$ cat src/rtl/mem_port_arbiter.sv
// Arbitrates the single memory port between instruction fetch (IF) and data memory (ME).
// Define MEM_ARB_TIMEOUT_EN to add a bus watchdog that forces completion and sets a sticky oErr.
module mem_port_arbiter #(
  parameter int unsigned ADDR_W        = 32,
  parameter int unsigned DATA_W        = 32,
  parameter int unsigned ME_STREAK_MAX = 4,
  parameter int unsigned TIMEOUT_CYC   = 64
) (
  input  logic                iClk,
  input  logic                nRst,
  input  logic                iIF_req,
  input  logic [ADDR_W-1:0]   iIF_addr,
  input  logic                iAbort_IF,
  output logic [DATA_W-1:0]   oIF_rdata,
  output logic                oIF_ack,
  input  logic                iME_req,
  input  logic                iME_we,
  input  logic [DATA_W/8-1:0] iME_be,
  input  logic [ADDR_W-1:0]   iME_addr,
  input  logic [DATA_W-1:0]   iME_wdata,
  output logic [DATA_W-1:0]   oME_rdata,
  output logic                oME_ack,
  output logic                oMem_req,
  output logic                oMem_we,
  output logic [DATA_W/8-1:0] oMem_be,
  output logic [ADDR_W-1:0]   oMem_addr,
  output logic [DATA_W-1:0]   oMem_wdata,
  input  logic                iMem_ack,
  input  logic [DATA_W-1:0]   iMem_rdata,
  output logic                oStall_IF,
  output logic                oStall_ME,
  output logic                oErr
);

  localparam int unsigned STREAK_W = 4;

  localparam logic [1:0] IDLE   = 2'd0;
  localparam logic [1:0] BUS_IF = 2'd1;
  localparam logic [1:0] BUS_ME = 2'd2;
  localparam logic [1:0] RESP   = 2'd3;

  logic [1:0]          state;
  logic [1:0]          state_nxt;
  logic [STREAK_W-1:0] streak;
  logic                abort_q;
  logic                if_ok;
  logic                grant_if;
  logic                grant_me;
  logic                mem_done;
  logic                timeout;
  logic [DATA_W-1:0]   mem_data;

  if ((ME_STREAK_MAX < 1) || (ME_STREAK_MAX > 15) || (TIMEOUT_CYC < 1)) begin : g_param_check
    $error("mem_port_arbiter: ME_STREAK_MAX must be 1..15 and TIMEOUT_CYC >= 1");
  end

  always_ff @(posedge iClk or posedge nRst) begin
    if (nRst) state <= IDLE;
    else      state <= state_nxt;
  end

  // Arbitration and transfer sequencing; a timed-out transfer completes with zero data.
  always_comb begin
    state_nxt = state;
    grant_if  = 1'b0;
    grant_me  = 1'b0;
    mem_done  = 1'b0;
    if_ok     = iIF_req & ~iAbort_IF;
    mem_data  = iMem_ack ? iMem_rdata : '0;
    case (state)
      IDLE: begin
        if (iME_req && !(if_ok && (streak == STREAK_W'(ME_STREAK_MAX)))) begin
          grant_me  = 1'b1;
          state_nxt = BUS_ME;
        end else if (if_ok) begin
          grant_if  = 1'b1;
          state_nxt = BUS_IF;
        end
      end
      BUS_IF, BUS_ME: begin
        if (iMem_ack || timeout) begin
          mem_done  = 1'b1;
          state_nxt = RESP;
        end
      end
      RESP:    state_nxt = IDLE;
      default: state_nxt = IDLE;
    endcase
  end

  always_ff @(posedge iClk or posedge nRst) begin
    if (nRst) begin
      oMem_req   <= 1'b0;
      oMem_we    <= 1'b0;
      oMem_be    <= '0;
      oMem_addr  <= '0;
      oMem_wdata <= '0;
      oIF_ack    <= 1'b0;
      oIF_rdata  <= '0;
      oME_ack    <= 1'b0;
      oME_rdata  <= '0;
    end else begin
      oIF_ack <= 1'b0;
      oME_ack <= 1'b0;
      if (grant_me) begin
        oMem_req   <= 1'b1;
        oMem_we    <= iME_we;
        oMem_be    <= iME_be;
        oMem_addr  <= iME_addr;
        oMem_wdata <= iME_wdata;
      end else if (grant_if) begin
        oMem_req   <= 1'b1;
        oMem_we    <= 1'b0;
        oMem_be    <= '1;
        oMem_addr  <= iIF_addr;
        oMem_wdata <= '0;
      end
      // A flushed fetch still finishes on the bus but never reaches the fetch stage.
      if (mem_done) begin
        oMem_req <= 1'b0;
        if (state == BUS_ME) begin
          oME_ack   <= 1'b1;
          oME_rdata <= mem_data;
        end else if (!(abort_q || iAbort_IF)) begin
          oIF_ack   <= 1'b1;
          oIF_rdata <= mem_data;
        end
      end
    end
  end

  // Fairness: bound how long a waiting fetch can be starved by data accesses.
  always_ff @(posedge iClk or posedge nRst) begin
    if (nRst) begin
      streak  <= '0;
      abort_q <= 1'b0;
    end else begin
      if (grant_if || !iIF_req)
        streak <= '0;
      else if (grant_me && (streak != STREAK_W'(ME_STREAK_MAX)))
        streak <= streak + STREAK_W'(1);
      if ((state == BUS_IF) && iAbort_IF)
        abort_q <= 1'b1;
      else if (state == RESP)
        abort_q <= 1'b0;
    end
  end

`ifdef MEM_ARB_TIMEOUT_EN
  localparam int unsigned TMO_W = $clog2(TIMEOUT_CYC + 1);

  logic [TMO_W-1:0] tmo_cnt;
  logic             err_q;

  assign timeout = (tmo_cnt == TMO_W'(TIMEOUT_CYC)) & ~iMem_ack;

  always_ff @(posedge iClk or posedge nRst) begin
    if (nRst) begin
      tmo_cnt <= '0;
      err_q   <= 1'b0;
    end else begin
      if ((state == BUS_IF) || (state == BUS_ME)) tmo_cnt <= tmo_cnt + TMO_W'(1);
      else                                        tmo_cnt <= '0;
      if (timeout && ((state == BUS_IF) || (state == BUS_ME))) err_q <= 1'b1;
    end
  end

  assign oErr = err_q;
`else
  assign timeout = 1'b0;
  assign oErr    = 1'b0;
`endif

  assign oStall_IF = iIF_req & ~oIF_ack;
  assign oStall_ME = iME_req & ~oME_ack;

endmodule

$ cat config.mk
export PLATFORM = sky130hd
export DESIGN_NAME = mem_port_arbiter
export DESIGN_NICKNAME = d
export VERILOG_FILES = /design/src/rtl/mem_port_arbiter.sv
export SDC_FILE = /design/constraint.sdc
export NUM_CORES = 1
export LEC_CHECK = 0
export BUFFER_PORTS_ARGS = -buffer_cell sky130_fd_sc_hd__buf_2
export CAP_MARGIN = 15
export CORE_MARGIN = 4
export CORE_UTILIZATION = 40
export DETAILED_ROUTE_END_ITERATION = 10
export GPL_TIMING_DRIVEN = 1
export MAX_ROUTING_LAYER = met4
export PLACE_DENSITY = 0.81
export SLEW_MARGIN = 20
export SYNTH_ARGS = -nofsm -noshare
export SYNTH_HDL_FRONTEND = slang
export SYNTH_SLANG_ARGS = --single-unit
$ cat constraint.sdc
create_clock -name iClk -period 4.8 [get_ports iClk]
set_input_delay 1.2 -clock iClk [delete_from_list [all_inputs] [get_ports iClk]]
set_output_delay 1.2 -clock iClk [all_outputs]
set_load 0.01 [all_outputs]
==> results.md <==
- The area fraction in and, or, nand and nor cells after synthesis is 2.55%.
- The initial core utilization is 41.1%.
- The H-tree was split into 4 levels.
- The multiplexer fraction of the synthesized cell area is 25.7%.
- The die is 130 um tall.
- The maximum frequency from static timing analysis is 336 MHz.
- The floorplan has 44 rows.
- The minimum clock period after layout is 2.98 ns.
- Leaving out fill and tap cells, the most frequent cell in the layout is buf_2.
- The library cells used most frequently in the layout, excluding fill and tap cells, are 276 x buf_2, 143 x dfrtp_1, 72 x mux2_2, 33 x a22o_1, 30 x mux2_1.
- In the routed layout, each cell is associated on average with a via count of 4.86.
- The transition at the pin with the smallest max-transition slack is 0.788 ns.
- Counting cells, the worst reg-to-reg path comes to 6.
- Excluding fillers, the count of instances in the completed layout stands at 865.
- The top-level I/O count is 278.
- The repair_antennas step left the layout with diodes totalling 0.
- The destination of the worst register-to-register timing path is oMem_addr[0].
- Relative to the synthesized area, the layout overhead comes to 35.0%.
- The adder and majority cell fraction of the synthesized area is 1.46%.
- The worst pin sits at a relative slew slack of 47.5%.
- In this run the static leakage power is 4.14 nW.
- The launching point of the worst reg2reg path is state[1].
- The tightest hold margin is 0.477 ns.
- Across the VDD grid, the largest voltage drop is 0.371 mV.
- The classification of the worst setup path is primary input to register.
- The category of the worst setup path launch point is a primary input.
- For this run, the detailed router's first-pass iteration total came to 4.
- For the worst setup path, the data arrival time is 3.27 ns.
- Following the worst setup path forward leads to its endpoint at oMem_addr[0].
- The synthesized netlist devotes 7.60% of its cell area to compound gates.
- The global-route wire length before repair is 22100 um.
- The detailed router finished its first iteration with 198 violations.
- The die is 130 um wide.
- Port buffering added 276 buffers.
- The number of buffers inserted by post-CTS setup repair is 0.
- The number of different library cells used by synthesis comes to 35.
- The fraction of the yosys area taken by sequential cells is 59.7%.
- The maximum count of clock buffers along a single path is 2.
- The flow ran to the end, and the final reports show no timing, DRC or antenna violations.
- The required time of the critical path is 5.09 ns.
- The post-synthesis net count is 537.
- The detailed-route via count is 4205.
- The tightest min-delay check is of the register to register type.
- The detailed-route wire length is 14700 um.
- The post-synthesis average cell area is 15.3 sq um.
- Setup violations remaining at the end of the flow were counted as 0.
- The parity-gate share of the synthesized area counting xor and xnor cells is 0%.
- The post-route antenna net violation count is 0.
- The via count of the first global-routing pass is 4352.
- The total power divided by cell area is 679 mW/mm^2.
- Once layout is done, the placed cells without fillers occupy 0.00809 sq mm.
- The synthesized netlist occupies a cell area of 0.00599 sq mm.
- Max-cap violations in this run came to 0.
- Clock-pin slew was measured on the worst setup and hold paths at 0.06 ns.
- The hold violation total from the final report is 0.
- In this run the worst setup path begins at iIF_req.
- After detailed placement, the total cell area comes to 0.00754 sq mm.
- The final critical path takes up 62.0% of the cycle.
- Setup slack on the worst reg-to-reg path comes out at 2.30 ns.
- Setup repair after global routing left no endpoint under its margin.
- The number of antenna violations at the first check in global routing is 0.
- The later pin in the worst-skew pair is clocked with a latency of 0.41 ns.
- Counting tap cells, the placed design contains a total of 834 instances.
- For the final database, setup skew stands at 0.00652 ns.
- The number of buffers added by the clock tree synthesis step is 17.
- In this run the standard cell core region covers 0.0146 sq mm.
- The total DRC errors in the routed layout is 0.
- For this run, the post-layout net count is 815.
- The CTS sink count is 143.
- By area, the combinational part of the netlist is dominated by multiplexers.
- Synthesis produced 391 cells.
- Entering global routing, the biggest net connects 79 pins.
- The average routed wire per standard cell is 17.0 um.
- Of all nets on the critical path, the largest fanout is 27.
- The worst setup path is captured at a register.
- Overall power consumption after layout is estimated at 5.50 mW.
- The post-cts gate resize count is 0.
- The accumulated negative setup slack is 0 ns.
- The global placer's final weighted congestion is 0.816.
- The number of register bits inferred by synthesis is 143.
- The Yosys step of the flow raised 0 warnings.
- Global routing finished with a remaining overflow of 0.
- The full die area is 0.0170 sq mm.
- Of the cells placed in the final design, the portion with a size suffix greater than 1 is 61.4%.
- The half-perimeter wire length after placement is 10800 um.
- The total track usage is 17.2%.
- After clock tree synthesis, the flow added hold-fix buffers numbering 0.
- The clock tree root driver cell is clkbuf_16.
- The count of pins over their slew limit was 0.
- The clock tree from TritonCTS is done.
-- sequential cells by signal (all words and copies together), names as in the netlist --
signal      count
oME_ack         1
oIF_ack         1
oIF_rdata      32
streak          4
oMem_be         4
oMem_we         1
oMem_addr      32
oMem_req        1
state           2
oMem_wdata     32
oME_rdata      32
abort_q         1
-- cells in the mapped netlist --
library cell,instances,share of area (%)
buf_1,3,0.19
a22o_1,33,4.8
a21oi_1,3,0.25
inv_1,9,0.56
buf_2,16,1.3
nand4_1,2,0.21
nand2_1,5,0.31
nor4_4,1,0.35
nand3_1,1,0.083
nor4_1,1,0.10
o21ai_1,1,0.083
nor2b_1,2,0.21
nand2b_1,3,0.31
or3_1,1,0.10
o221ai_1,2,0.29
ha_1,7,1.5
a211oi_1,3,0.38
mux2_2,72,14
or4_1,1,0.13
buf_4,1,0.13
buf_6,4,0.75
o21ai_0,4,0.33
o22ai_1,1,0.10
o22a_1,5,0.73
nand3b_1,1,0.13
mux2_4,26,6.5
a31oi_1,1,0.10
o21a_1,3,0.38
nor2_1,2,0.13
a21o_1,1,0.13
nand3b_4,1,0.33
dfrtp_1,143,60
conb_1,1,0.063
mux2_1,30,5.6
and3b_1,1,0.15
-- per-layer routing --
| metal | part of all wire [%] | GRT usage (%) | up-vias |
|---|---|---|---|
| met3 | 6.4 | 4.43 | 19 |
| met5 | 0 | - | - |
| met1 | 41 | 21.3 | 2044 |
| met2 | 51 | 27.5 | 168 |
| li1 | - | - | 1974 |
| met4 | 1.7 | 6.41 | 0 |
-- worst min-delay path by stage --
stage | start | depth (start not counted) | to
global placement | oIF_rdata[6] | 1 | oIF_rdata[6]
floorplan | oIF_rdata[0] | 1 | oIF_rdata[0]
finish | oIF_rdata[14] | 1 | oIF_rdata[14]
global route | oIF_rdata[4] | 1 | oIF_rdata[4]
CTS | oIF_rdata[1] | 1 | oIF_rdata[1]
detailed placement | oIF_rdata[1] | 1 | oIF_rdata[1]
-- cells by family after synthesis --
family,after synthesis
flip-flops,143
other,1
AND/OR/NAND/NOR,22
multiplexers,128
buffers and inverters,33
AO/OA/AOI/OAI,57
adder cells (fa/ha/maj),7
-- cell type report --
cell class	instances	area, sq um
Clock inverter	13	115
Multi-Input combinational cell	215	2250
Clock buffer	18	439
Fill cell	1245	6490
Inverter	9	37.5
Tap cell	184	230
Sequential cell	143	3580
Timing Repair Buffer	283	1450
-- power by group --
part | switching, mW | internal [mW]
Sequential | 0.279 | 1.78
Combinational | 1.03 | 1.18
Clock | 0.498 | 0.723
Total | 1.81 | 3.69
-- stage by stage --
step                utilization [%]  worst slack, ns
floorplan                         -             1.81
global placement               51.7             1.45
detailed placement             51.7             1.40
CTS                            55.5             1.82
global route                   55.5             1.73
finish                         55.5             1.82
-- critical path: stages --
cell     delay (ns)
buf_2          0.12
nor2b_1        0.52
a21o_2         0.75
buf_4          0.35
mux2_4         0.32
(Power assumes the default switching activity.)
